==> src/rtl/pipe_ctrl_pkg.sv <==
// Shared definitions for the pipeline controller: PC width, stall-vector encodings, FSM states.
package pipe_ctrl_pkg;

  localparam int unsigned PC_W    = 32;
  localparam int unsigned STALL_W = 6;

  // Hold vectors: bit 0 = pc ... bit 5 = wb; a stalled stage also holds every earlier stage.
  localparam logic [STALL_W-1:0] STALL_NONE = 6'b000000;
  localparam logic [STALL_W-1:0] STALL_IF   = 6'b000011;
  localparam logic [STALL_W-1:0] STALL_ID   = 6'b000111;
  localparam logic [STALL_W-1:0] STALL_EX   = 6'b001111;
  localparam logic [STALL_W-1:0] STALL_MEM  = 6'b011111;

  typedef enum logic [1:0] {
    ST_IDLE   = 2'd0,
    ST_FLUSH  = 2'd1,
    ST_RESUME = 2'd2
  } pc_state_e;

  // Deepest requesting stage wins.
  function automatic logic [STALL_W-1:0] stall_encode(input logic req_if, input logic req_id,
                                                       input logic req_ex, input logic req_mem);
    logic [STALL_W-1:0] v;
    if (req_mem)     v = STALL_MEM;
    else if (req_ex) v = STALL_EX;
    else if (req_id) v = STALL_ID;
    else if (req_if) v = STALL_IF;
    else             v = STALL_NONE;
    return v;
  endfunction

endpackage

==> src/rtl/stall_watchdog.sv <==
// Counts consecutive stalled cycles, saturating at STALL_TIMEOUT, and raises a sticky timeout flag.
module stall_watchdog #(
  parameter int unsigned STALL_TIMEOUT = 1023,
  parameter int unsigned TO_W          = 10
) (
  input  logic clk,
  input  logic rst,
  input  logic stalled,
  output logic stall_timeout
);

  logic [TO_W-1:0] cnt_q, cnt_d;
  logic            flag_q;
  logic            hit;

  assign hit = (cnt_q == TO_W'(STALL_TIMEOUT));

  always_comb begin
    cnt_d = '0;
    if (stalled) cnt_d = hit ? cnt_q : cnt_q + TO_W'(1);
  end

  // Flag follows the counter hitting the limit by one cycle and never clears outside reset.
  always_ff @(posedge clk or negedge rst) begin
    if (!rst) begin
      cnt_q  <= '0;
      flag_q <= 1'b0;
    end else begin
      cnt_q  <= cnt_d;
      flag_q <= flag_q | hit;
    end
  end

  assign stall_timeout = flag_q;

endmodule

==> src/rtl/pipe_ctrl.sv <==
// Pipeline hazard/redirect controller: stall vector, exception/ertn flush and fetch redirect.
// Optional performance counters are built when PIPE_CTRL_PERF_EN is defined.
module pipe_ctrl
  import pipe_ctrl_pkg::*;
#(
  parameter int unsigned STALL_TIMEOUT = 1023,
  parameter int unsigned TO_W          = 10
) (
  input  logic               clk,
  input  logic               rst,
  input  logic               stallreq_if,
  input  logic               stallreq_id,
  input  logic               stallreq_ex,
  input  logic               stallreq_mem,
  input  logic               excp_valid,
  input  logic [PC_W-1:0]    excp_target,
  input  logic               ertn_valid,
  input  logic [PC_W-1:0]    ertn_target,
  output logic [STALL_W-1:0] stall,
  output logic               flush,
  output logic               new_pc_valid,
  output logic [PC_W-1:0]    new_pc,
  output logic               llbit_clr,
`ifdef PIPE_CTRL_PERF_EN
  output logic [31:0]        perf_stall_cycles,
  output logic [31:0]        perf_flush_cnt,
`endif
  output logic               stall_timeout
);

  pc_state_e       state_q;
  logic            flush_q;
  logic            new_pc_valid_q;
  logic [PC_W-1:0] new_pc_q;
  logic            llbit_clr_q;
  logic            redirect;
  logic            stalled;

  assign redirect = excp_valid | ertn_valid;

  // Requests only matter in IDLE with no redirect pending; reset forces the vector to zero.
  always_comb begin
    stall = STALL_NONE;
    if (rst && (state_q == ST_IDLE) && !redirect)
      stall = stall_encode(stallreq_if, stallreq_id, stallreq_ex, stallreq_mem);
  end

  assign stalled = (stall != STALL_NONE);

  always_ff @(posedge clk or negedge rst) begin
    if (!rst) begin
      state_q        <= ST_IDLE;
      flush_q        <= 1'b0;
      new_pc_valid_q <= 1'b0;
      new_pc_q       <= '0;
      llbit_clr_q    <= 1'b0;
    end else begin
      case (state_q)
        ST_IDLE: begin
          if (redirect) begin
            state_q        <= ST_FLUSH;
            flush_q        <= 1'b1;
            new_pc_valid_q <= 1'b1;
            new_pc_q       <= excp_valid ? excp_target : ertn_target;
            llbit_clr_q    <= ~excp_valid;
          end
        end
        ST_FLUSH: begin
          state_q        <= ST_RESUME;
          flush_q        <= 1'b0;
          new_pc_valid_q <= 1'b0;
          llbit_clr_q    <= 1'b0;
        end
        ST_RESUME: state_q <= ST_IDLE;
        default: begin
          state_q        <= ST_IDLE;
          flush_q        <= 1'b0;
          new_pc_valid_q <= 1'b0;
          llbit_clr_q    <= 1'b0;
        end
      endcase
    end
  end

  assign flush        = flush_q;
  assign new_pc_valid = new_pc_valid_q;
  assign new_pc       = new_pc_q;
  assign llbit_clr    = llbit_clr_q;

  stall_watchdog #(
    .STALL_TIMEOUT (STALL_TIMEOUT),
    .TO_W          (TO_W)
  ) u_watchdog (
    .clk           (clk),
    .rst           (rst),
    .stalled       (stalled),
    .stall_timeout (stall_timeout)
  );

`ifdef PIPE_CTRL_PERF_EN
  logic [31:0] perf_stall_q;
  logic [31:0] perf_flush_q;

  always_ff @(posedge clk or negedge rst) begin
    if (!rst) begin
      perf_stall_q <= '0;
      perf_flush_q <= '0;
    end else begin
      if (stalled) perf_stall_q <= perf_stall_q + 32'd1;
      if ((state_q == ST_IDLE) && redirect) perf_flush_q <= perf_flush_q + 32'd1;
    end
  end

  assign perf_stall_cycles = perf_stall_q;
  assign perf_flush_cnt    = perf_flush_q;
`endif

endmodule

==> config.mk <==
export PLATFORM = sky130hd
export DESIGN_NAME = pipe_ctrl
export DESIGN_NICKNAME = d
export VERILOG_FILES = /design/src/rtl/pipe_ctrl_pkg.sv /design/src/rtl/stall_watchdog.sv /design/src/rtl/pipe_ctrl.sv
export SDC_FILE = /design/constraint.sdc
export NUM_CORES = 1
export LEC_CHECK = 0
export ABC_AREA = 1
export CORE_ASPECT_RATIO = 1.75
export CORE_UTILIZATION = 42
export CTS_CLUSTER_DIAMETER = 60
export DETAILED_ROUTE_END_ITERATION = 8
export GPL_TIMING_DRIVEN = 0
export MAX_ROUTING_LAYER = met4
export PLACE_DENSITY = 0.81
export SKIP_LAST_GASP = 1
export SYNTH_ARGS = -nofsm -noshare
export SYNTH_HDL_FRONTEND = slang
export SYNTH_HIERARCHICAL = 1
export SYNTH_SLANG_ARGS = --single-unit
==> constraint.sdc <==
create_clock -name clk -period 1.9 [get_ports clk]
set_input_delay 0.475 -clock clk [delete_from_list [all_inputs] [get_ports clk]]
set_output_delay 0.475 -clock clk [all_outputs]
set_load 0.005 [all_outputs]
# ---- Word-level counts from Yosys, hierarchy flattened
# Cells that the tools add are included.
dict set report op_classes {
  add_sub_neg 1
  n_eq_ne 5
  muxes 14
  bitwise_logic 4
  n_reduce_logical 7
}
# cell count
set ops {}
lappend ops {{two-way mux 32 bit} 1}
lappend ops {{two-way mux 10 bit} 2}
lappend ops {{adder 10 x 1 -> 10 bit (second input constant)} 1}
lappend ops {{== test 10 bit (second input constant)} 1}
lappend ops {{two-way mux 6 bit} 1}
lappend ops {{nonzero test 6 bit} 1}
lappend ops {{two-way mux 5 bit} 1}
lappend ops {{two-way mux 2 bit} 2}
lappend ops {{two-way mux 4 bit} 1}
lappend ops {{inequality test 2 bit (second input constant)} 2}
lappend ops {{one-hot mux 1 bit (2 select lines)} 2}
lappend ops {{one-hot mux 2 bit (2 select lines)} 1}
lappend ops {{AND reduction 2 bit} 2}
lappend ops {{two-way mux 3 bit} 1}
lappend ops {{== test 2 x 1 -> 1 bit (second input constant)} 1}
lappend ops {{== test 2 bit (second input constant)} 1}
lappend ops {{logical AND 1 bit} 2}
lappend ops {{logical NOT 2 bit} 1}
lappend ops {{two-way mux 1 bit} 2}
lappend ops {{NOT 1 bit} 2}
lappend ops {{bitwise OR 1 bit} 2}
lappend ops {{logical NOT 1 bit} 1}
dict set report totals {
  regBits 47
  in_bits 72
  output_inout_bits 42
  wordCells 37
}

# ---- Depth between registers and ports, before layout
# Gate-level depths: netlist (run 1).
dict set report depth {
  ltp_word 7
  mapped_depth 9
  depth_no_buf 8
}

# ---- Modules after synthesis
# Netlist (run 1), hierarchy kept.
# module n_inst cells_per_inst area_each_um2 seq_area_each_um2
set modules_own_cells {}
lappend modules_own_cells {pipe_ctrl 1 273 1898.1 900.9}
lappend modules_own_cells {stall_watchdog 1 79 645.6 275.3}

# ---- Worst setup path after synthesis (run 1)
# No wires, ideal clock.
dict set report synth_path {
  kind {input -> output}
  from {input excp_valid}
  to {output stall[1]}
  arrival_time_ns 1.231
  required_ns 1.425
  path_slack_ns 0.194
  stages 5
  n_path_buf 2
  cell_sequence {buf_6 nor2_4 nand3_1 nor2_1 buf_4}
}
dict set report synth_between {
  elab_chain_len 4
}
# item line_no
set synth_rtl {}
lappend synth_rtl {{start: declaration} pipe_ctrl.sv:15} ;# input logic excp_valid,
lappend synth_rtl {{bitwise OR 1 bit} pipe_ctrl.sv:39} ;# assign redirect = excp_valid | ertn_valid;
lappend synth_rtl {{logical NOT 1 bit} pipe_ctrl.sv:44} ;# if (rst && (state_q == ST_IDLE) && !redirect)
lappend synth_rtl {{logical AND 1 bit} pipe_ctrl.sv:44}
lappend synth_rtl {{two-way mux 6 bit} pipe_ctrl.sv:44}
lappend synth_rtl {{end: declaration} pipe_ctrl.sv:19} ;# output logic [STALL_W-1:0] stall,
# Every way passes these cells.

# ---- Worst setup path in the final report (run 1)
dict set report layout_path {
  from {input stallreq_id}
  to {output stall[1]}
}
dict set report layout_between {
  elab_chain_len 4
}
# item line_no
set layout_rtl {}
lappend layout_rtl {{start: declaration} pipe_ctrl.sv:12} ;# input logic stallreq_id,
lappend layout_rtl {{two-way mux 3 bit} pipe_ctrl_pkg.sv:26} ;# else if (req_id) v = STALL_ID;
lappend layout_rtl {{two-way mux 4 bit} pipe_ctrl_pkg.sv:25} ;# else if (req_ex) v = STALL_EX;
lappend layout_rtl {{two-way mux 5 bit} pipe_ctrl_pkg.sv:24} ;# if (req_mem) v = STALL_MEM;
lappend layout_rtl {{two-way mux 6 bit} pipe_ctrl.sv:44}
# Every way passes these cells.

==> results of run 1 <==
## where the power goes
group	switching, mW	internal, mW	total (mW)
combinational	0.833	1.10	1.93
sequential	0.223	1.36	1.59
clock	0.326	0.259	0.585
## layout by cell type, fill, tap and decap left out, types with 5 or more instances in the layout
master / Yosys / layout
a21oi_1: 5 / 5
inv_1: 16 / 16
buf_4: 10 / 17
nand3_1: 13 / 12
nor2_1: 14 / 10
dlygate4sd2_1: 0 / 5
nand2_1: 217 / 216
dfrtp_1: 47 / 47
clkbuf_8: 0 / 5
clkdlybuf4s50_1: 0 / 102
nor2_4: 3 / 5
## routing by layer
metal | vias to the layer above | GRT usage (%)
li1 | 1304 | -
met1 | 1135 | 25.5
met2 | 79 | 43.0
met3 | 13 | 5.57
met4 | 0 | 8.12
met5 | - | -
## critical path, cell delays in order
cell and delay [ps]:
clkdlybuf4s50_1 410, inv_1 80, nand2_2 80, nor2_4 130
nor2_2 40, buf_4 120, clkbuf_2 110
## cells by family after synthesis
kind of cell / Yosys count
compound gates: 8
buf+inv: 34
fa+ha+maj: 1
flops: 47
simple gates: 259
other cells: 1
xor+xnor: 2
## metrics by stage
| stage | setup WS [ps] | total power, mW | utilization [%] | cells |
|---|---|---|---|---|
| global route | -44.5 | 4.38 | 66.5 | 556 |
| CTS | -101 | 4.13 | 66.5 | 556 |
| global placement | -2370 | 3.43 | 63.8 | 541 |
| finish | -18.4 | 4.10 | 66.5 | 556 |
| floorplan | 194 | 2.37 | - | 352 |
| detailed placement | -710 | 3.47 | 64.1 | 542 |
## flip-flops by register name, summed over array words and instances (netlist names)
name                      cells
new_pc                       32
llbit_clr                     1
u_watchdog/stall_timeout      1
new_pc_valid                  1
state_q                       2
u_watchdog/cnt_q             10
## path summary, 6_finish.rpt
| path | startpoint | to | slack (ps) |
|---|---|---|---|
| worst max-delay path | stallreq_id | stall[1] | -20 |
| worst min-delay path | rst | new_pc[9] | 70 |
| worst max register to register | state_q[1] | u_watchdog/cnt_q[5] | 400 |
| worst min register to register | new_pc[22] | new_pc[22] | 480 |
| max in group asynchronous | rst | new_pc[26] | 1390 |
| min in group clk | new_pc[22] | new_pc[22] | 480 |
## timing repair
item | in CTS | in global routing
cloned | 0 | 0
gates resized for setup | 20 | 5
pin swaps | 6 | 2
buffers inserted | 6 | 0
endpoints found under the setup margin | 5 | 5
## layout make-up
class | count | area (um2) | area share (%)
multi-input cells | 271 | 1200 | 30.7
repair buffers | 118 | 1150 | 29.5
inverters | 17 | 66.3 | 1.70
plain buffers | 17 | 135 | 3.46
clock buffers | 7 | 76.3 | 1.95
clock inverters | 1 | 5.00 | 0.128
well taps | 78 | 97.6 | 2.50
flip-flops and latches | 47 | 1180 | 30.1
==> run metrics, run 1 <==
run status=finished, violations left; failing checks=negative setup slack; complex-gate fraction of the synthesized area=1.57%; met3 wire len=368 um; max layer used=met4; CTS tree=yes; drt first pass iters=4; initial antenna violation count=0; Fin Setup TNS=-18.4 ps; CTS root buf=clkbuf_8; Tcrit/Tclk final=101%; cell taking the most area after synthesis=dfrtp_1; post-synthesis mux area share=0%; fillers=525; fin crit period=1920 ps; Syn Inst Count=352; final hold vios=0; synth top area cells=dfrtp_1, nand2_1, buf_4, nand3_1, inv_1; clk_skew=3.38 ps; layout cells sized above 1=11.3%; Initial DRC Count=100; most numerous cell in the Yosys netlist=nand2_1; vias=2531; Placer Congestion=a little over 0.8; H-tree levels=2; Min-Delay Path Class=in2async; simple-gate portion of the synthesized area=42.9%; vias in the first global route=2601; Hold Buf Count CTS=0; top cell types by occurrence after synthesis=nand2_1, dfrtp_1, inv_1; Routed WL=6670 um; # nets final=550; r2r worst-path depth=8; Die X-Extent=60.8 um; CORE AREA=5880 um2; nature of the critical path endpoint=primary output; post-route cell area=3910 um2; DRC viols=0; Avg Inst Size Synth=7.23 um2; post-synth net total=425; post-synthesis adder-cell area fraction=0.492%; clock sink count=47; final hold slack=66.8 ps; Leakage Power=2.11 nW; Ys Warns=6; die height=105 um; die area=roughly 6400 um2; FFs w/ async S/R, synth=100%; max frequency=about 0.52 GHz; Detail Route met2 WL=about 3700 um; largest family of logic cells by synthesized area=simple AND/OR/NAND/NOR gates; Antenna Nets Post-Route=0; largest net degree at the start of global routing=26; RSZ-0062 raised after global routing=yes; placed inst area=3770 um2; clock buffer count from CTS=5; Post-synth EDFFs=0; worst-path fanout max=2; worst vdd ir=0.000778 V; max-slew violations=0; first-pass GRT wire length=11500 um; IO Port Bufs=111; Setup crit start kind=input port; Worst Path Arrival=1440 ps; worst skew pair latency=300 ps; vias per cell=4.55; wire per inst=12.0 um; final setup vio count=1; GRT overflow=0; GRT Util Overall=24.3%; Max Buffers Root-to-Sink=2; Rows=37; maximum capacitance violations=0; final worst slack=-18.4 ps; XOR/XNOR Fraction of Synth Area=0.689%; Seq/Total Area, Yosys=a little under half; Top FF cell, synth=dfrtp_1; Area growth syn-to-layout=53.7%; met1 wire length=2440 um; initial core utilization=a little over two fifths; mapped cell area=2540 um2; Clock transition at path regs=80 ps; worst setup path class=in2out; synthesized flop and latch total=47; Yosys top cell area share=46.2%; worst path required time=about 1400 ps; Cell variety after synth=23; ANT cells=0; HPWL Detailed=5170 um; Top-Level Pins=roughly 110; power per cell area=roughly 1000 nW/um2
Note: power is estimated with default switching activity, not from simulation.
==> run 2: changes to the inputs <==
CELL_PAD_IN_SITES_DETAIL_PLACEMENT = 1   (was not set)
CELL_PAD_IN_SITES_GLOBAL_PLACEMENT = 1   (was not set)
CORE_UTILIZATION = 29   (was 42)
CTS_BUF_LIST = sky130_fd_sc_hd__clkbuf_8   (was not set)
PLACE_DENSITY = not set   (was 0.81)
PLACE_DENSITY_LB_ADDON = 0.1   (was not set)
==> run metrics, run 2 (same netlist as run 1, synthesis figures left out) <==
layout cells sized above 1=11.3% (+0.047 points); vias in the first global route=2842 (+9.3%); Tcrit/Tclk final=94.9% (-6.0 points); worst-path fanout max=2 (unchanged); dpl cells=579 (+6.8%); met3 usage=3.36% (-2.2 points); ANT cells=0 (unchanged); CORE AREA=8420 um2 (+43%); final hold vios=0 (unchanged); Die X-Extent=72.8 um (+20%); RSZ-0062 raised after global routing=no; Antenna Nets Post-Route=0 (unchanged); clock sink count=47 (unchanged); final setup vio count=0 (-1); vias per cell=4.40 (-3.3%); HPWL Detailed=6180 um (+20%); Area growth syn-to-layout=55.9%; Top-Level Pins=114 (unchanged); die area=9160 um2 (+44%); CTS tree=yes; run status=finished clean; largest net degree at the start of global routing=30 (+15%); Min-Delay Path Class=in2async; Power Total=4.18 mW (+1.9%); CTS root buf=clkbuf_8; Setup crit start kind=input port; max frequency=0.554 GHz (+6.4%); worst setup path class=in2out; final std cells w/o fill=591 (+6.3%); wire per inst=12.9 um (+7.5%); maximum capacitance violations=0 (unchanged); Placer Congestion=0.784 (-5.1%); Clock transition at path regs=90 ps (about the same); first-pass GRT wire length=13000 um (+13%); H-tree levels=2 (unchanged); Hold Buf Count CTS=0 (unchanged); IO Port Bufs=111 (unchanged); GR Util met1=18.1% (-7.3 points); Reg power frac=37.7% (-1.0 points); Sw Share=33.3% (-0.45 points); clock buffer count from CTS=5 (unchanged); drt first pass iters=4 (unchanged); Routed WL=7620 um (+14%); clk_skew=5.42 ps (+2.04 ps); Psw=1.39 mW (+0.54%); Leakage Power=2.11 nW (+0.17%); GRT overflow=0 (unchanged); max-slew violations=0 (unchanged); fin crit period=1800 ps (-115 ps); flip-flop count of the largest register after layout=32 (unchanged); nature of the critical path endpoint=primary output; Rows=44 (+19%); GR peak layer=met2; Worst Path Arrival=1330 ps (-110 ps); met2 GRT Util=35.2% (-7.8 points); worst path required time=1420 ps (about the same); CP startpoint=stallreq_id; initial antenna violation count=0 (unchanged); commonest non-fill, non-tap cells in the layout=nand2_1, clkdlybuf4s50_1, dfrtp_1; Gate power share=46.4% (-0.7 points); Max Buffers Root-to-Sink=2 (unchanged); r2r startpoint=state_q[0]; clock network fraction of total power=15.9% (+1.6 points); worst slack, placed=-790 ps (-80.1 ps); vias=2601 (+2.8%); Initial DRC Count=73 (-27%); die height=126 um (+20%); final worst slack=96.2 ps (+115 ps); GRT Util Overall=19.0% (-5.4 points); initial core utilization=30.2% (-13 points); DRC viols=0 (unchanged); worst vdd ir=0.000504 V (-35%); worst skew pair latency=310 ps (about the same); commonest non-fill, non-tap cell in the layout=nand2_1; # nets final=548 (-0.36%); power per cell area=1050 nW/um2 (+0.50%); Internal=2.79 mW (+2.6%)
## run 2: changes by cell type in the layout (fill, tap and decap cells not counted)
cell and change:
dlygate4sd2_1 -2, clkbuf_1 -2, buf_6 +2, clkbuf_2 -2
buf_2 +3, nor2_2 -2, inv_1 +1, buf_4 -3
clkbuf_8 +2, nor2_4 +1, clkinv_2 -1, nor2_1 +1
## run 2: final cells by class
cell class,instances,area [um2]
multi-input combinational,271,1200
inverter,17,66.3
sequential,47,1180
tap,115,144
clock buffer,7,96.3
timing repair buffer,117,1150
buffer,16,128
clock inverter,1,3.75
fill,1072,4460
## run 2: metal layers
metal / share of wire, % / wire length (um)
met1: 35 / 2660
met2: 57 / 4370
met3: 3.9 / 297
met4: 3.8 / 289
met5: 0 / 0
## run 2: what timing repair did
item                       CTS  global route
cloned                       0             0
gates resized for setup     31             4
buffers inserted             4             1
setup endpoints to repair    5             4
pin swaps                    7             4
## run 2: worst max-delay path: stages
cell and delay (ps):
clkdlybuf4s50_1 460, inv_1 40, nand2_2 80, nor2_4 50, nor2_4 110, buf_2 120
## run 2: stage by stage
step	area [um2]	util [%]	TNS (ps)	hold WS, ps
floorplan	2540	-	0	179
global placement	3800	45.1	-88150	450
finish	3970	47.1	0	45.1
CTS	3960	47.0	-15.2	41.5
detailed placement	3810	45.3	-4990	452
global route	3970	47.1	0	55.0
## run 2: power groups by stage
stage / logic, mW / clock network (mW) / registers (mW)
floorplan: 0.773 / 0 / 1.59
global placement: 1.90 / 0 / 1.58
detailed placement: 1.93 / 0 / 1.59
CTS: 1.97 / 0.707 / 1.58
global route: 2.17 / 0.729 / 1.63
finish: 1.94 / 0.664 / 1.58
## run 2: final timing paths
check                                           endpoint  cells after the start  slack [ps]
worst max register to register       u_watchdog/cnt_q[4]                      9         370
worst max-delay path                            stall[0]                      6         100
min in group clk                u_watchdog/stall_timeout                      1         460
max in group asynchronous                      new_pc[3]                      2        1400
worst min-delay path                          new_pc[16]                      1          50
worst min register to register  u_watchdog/stall_timeout                      1         460
==> run 3: changes to the inputs <==
==> constraint.sdc (replaced) <==
create_clock -name clk -period 1.9 [get_ports clk]
set_input_delay 0.38 -clock clk [delete_from_list [all_inputs] [get_ports clk]]
set_output_delay 0.38 -clock clk [all_outputs]
set_load 0.005 [all_outputs]
==> run metrics, run 3 (same netlist as run 1, synthesis figures left out) <==
fin crit period=1800 ps (-6.02 ps); flip-flop count of the largest register after layout=32 (unchanged); worst-path fanout max=4 (+2); ANT cells=0 (unchanged); Clock transition at path regs=90 ps (about the same); Top-Level Pins=114 (unchanged); max_slew headroom=49.5%; first-pass GRT wire length=13000 um (+0.22%); clock sink count=47 (unchanged); worst path required time=1520 ps (+100 ps); Area growth syn-to-layout=57.9%; CORE AREA=8420 um2 (unchanged); Util after Layout=47.7% (+0.62 points); Max Buffers Root-to-Sink=2 (unchanged); Die X-Extent=72.8 um (unchanged); RSZ-0062 raised after global routing=no; Min-Delay Path Class=in2async; GRT overflow=0 (unchanged); vias in the first global route=2855 (+0.46%); commonest non-fill, non-tap cell in the layout=nand2_1; commonest non-fill, non-tap cells in the layout=nand2_1, clkdlybuf4s50_1, dfrtp_1; final setup vio count=0 (unchanged); CTS tree=yes; Worst Path Arrival=1420 ps (+90 ps); CP startpoint=ertn_valid; slowest stage delay, CP=280 ps (-180 ps); CTS root buf=clkbuf_8; vias per cell=4.41 (+0.18%); worst vdd ir=0.000504 V (about the same); r2r startpoint=state_q[0]; DRC viols=0 (unchanged); HPWL Detailed=6180 um (unchanged); CP cell instances=dlygate4sd2_1, nor2_4, nand3_4, buf_4, nor2_2, clkdlybuf4s15_1; met3 wire len=294 um (-1.0%); Routed WL=7700 um (+1.1%); run status=finished clean; Fin Setup TNS=0 ps (unchanged); vias=2619 (+0.69%); nature of the critical path endpoint=primary output; initial core utilization=30.2% (unchanged); clk_skew=6.18 ps (+0.764 ps); Setup crit start kind=input port; GRT Util Overall=19.0% (+0.034 points); drt first pass iters=4 (unchanged); max frequency=0.556 GHz (+0.33%); Power Total=4.19 mW (+0.31%); max-slew violations=0 (unchanged); clock buffer count from CTS=5 (unchanged); initial antenna violation count=0 (unchanged); H-tree levels=2 (unchanged); IO Port Bufs=111 (unchanged); Leakage Power=2.15 nW (+1.5%); die height=126 um (unchanged); worst skew pair latency=310 ps (about the same); Slew @ Worst Pin=756 ps; Detail Route met2 WL=4400 um (+0.50%); Rows=44 (unchanged); worst setup path class=in2out; final hold vios=0 (unchanged); Initial DRC Count=86 (+18%); maximum capacitance violations=0 (unchanged); met1 wire length=2720 um (+2.4%); power per cell area=1040 nW/um2 (-1.0%); wire per inst=13.0 um (+0.58%); Tcrit/Tclk final=94.6% (-0.32 points); largest net degree at the start of global routing=30 (unchanged); layout cells sized above 1=11.1% (-0.28 points); Placer Congestion=0.784 (unchanged); die area=9160 um2 (unchanged); # nets final=551 (+0.55%); slowest CP cell=dlygate4sd2_1; max layer used=met4; Antenna Nets Post-Route=0 (unchanged)
[run 3: changes by cell type in the layout (fill, tap and decap cells not counted), sizes merged]
cell,before,now
buf,28,23
clkbuf,7,9
clkdlybuf4s15,0,2
dlygate4sd3,0,2
dlymetal6s2s,0,2
clkdlybuf4s50,102,103
dlygate4sd2,3,2
[run 3: path summary, 6_finish.rpt]
path / endpoint / slack, ps / depth (start not counted)
worst max-delay path: stall[4] / 100 / 6
worst max register to register: u_watchdog/cnt_q[4] / 370 / 9
min in group clk: new_pc[10] / 420 / 5
worst min register to register: u_watchdog/stall_timeout / 460 / 1
worst min-delay path: new_pc[14] / 80 / 2
max in group asynchronous: new_pc[10] / 640 / 2
[run 3: cell type report]
cell class,count,area [um2]
flip-flops and latches,47,1180
plain buffers,17,135
repair buffers,119,1190
fillers,1073,4410
clock buffers,7,96.3
clock inverters,1,3.75
well taps,115,144
multi-input cells,271,1210
inverters,17,66.3
[run 3: worst max-delay path: cells and delay by family]
| family | cells | cell delay [ps] |
|---|---|---|
| buf+inv | 3 | 650 |
| simple gates | 3 | 380 |
[run 3: timing repair]
| action | CTS | global route |
|---|---|---|
| gates resized for setup | 13 | 11 |
| hold buffers | 0 | 2 |
| endpoints found under the setup margin | 5 | 4 |
| pin swaps | 5 | 4 |
| setup buffers | 4 | 1 |
| hold endpoints to repair | 0 | 3 |
[run 3: power by group]
group	total, mW	internal (mW)	leakage (nW)	switching [mW]
logic	1.95	1.11	1.49	0.843
registers	1.58	1.36	0.601	0.214
clock network	0.665	0.327	0.0557	0.338
total	4.19	2.80	2.15	1.40
[run 3: metrics by stage]
stage | instances | instance area (um2) | setup WS (ps) | hold WS (ps)
5_1_grt | 594 | 4020 | 12.9 | 91.8
6_report | 594 | 4020 | 102 | 84.4
3_5_place_dp | 579 | 3810 | -600 | 378
3_3_place_gp | 578 | 3800 | -2500 | 450
4_1_cts | 591 | 3970 | -143 | 42.3
2_1_floorplan | 352 | 2540 | 384 | 84.4
[run 3: routing by layer]
metal | up-vias | global-route usage, %
met3 | 20 | 3.36
met2 | 78 | 35.4
met4 | 0 | 9.34
met5 | - | -
met1 | 1218 | 18.1
li1 | 1303 | -
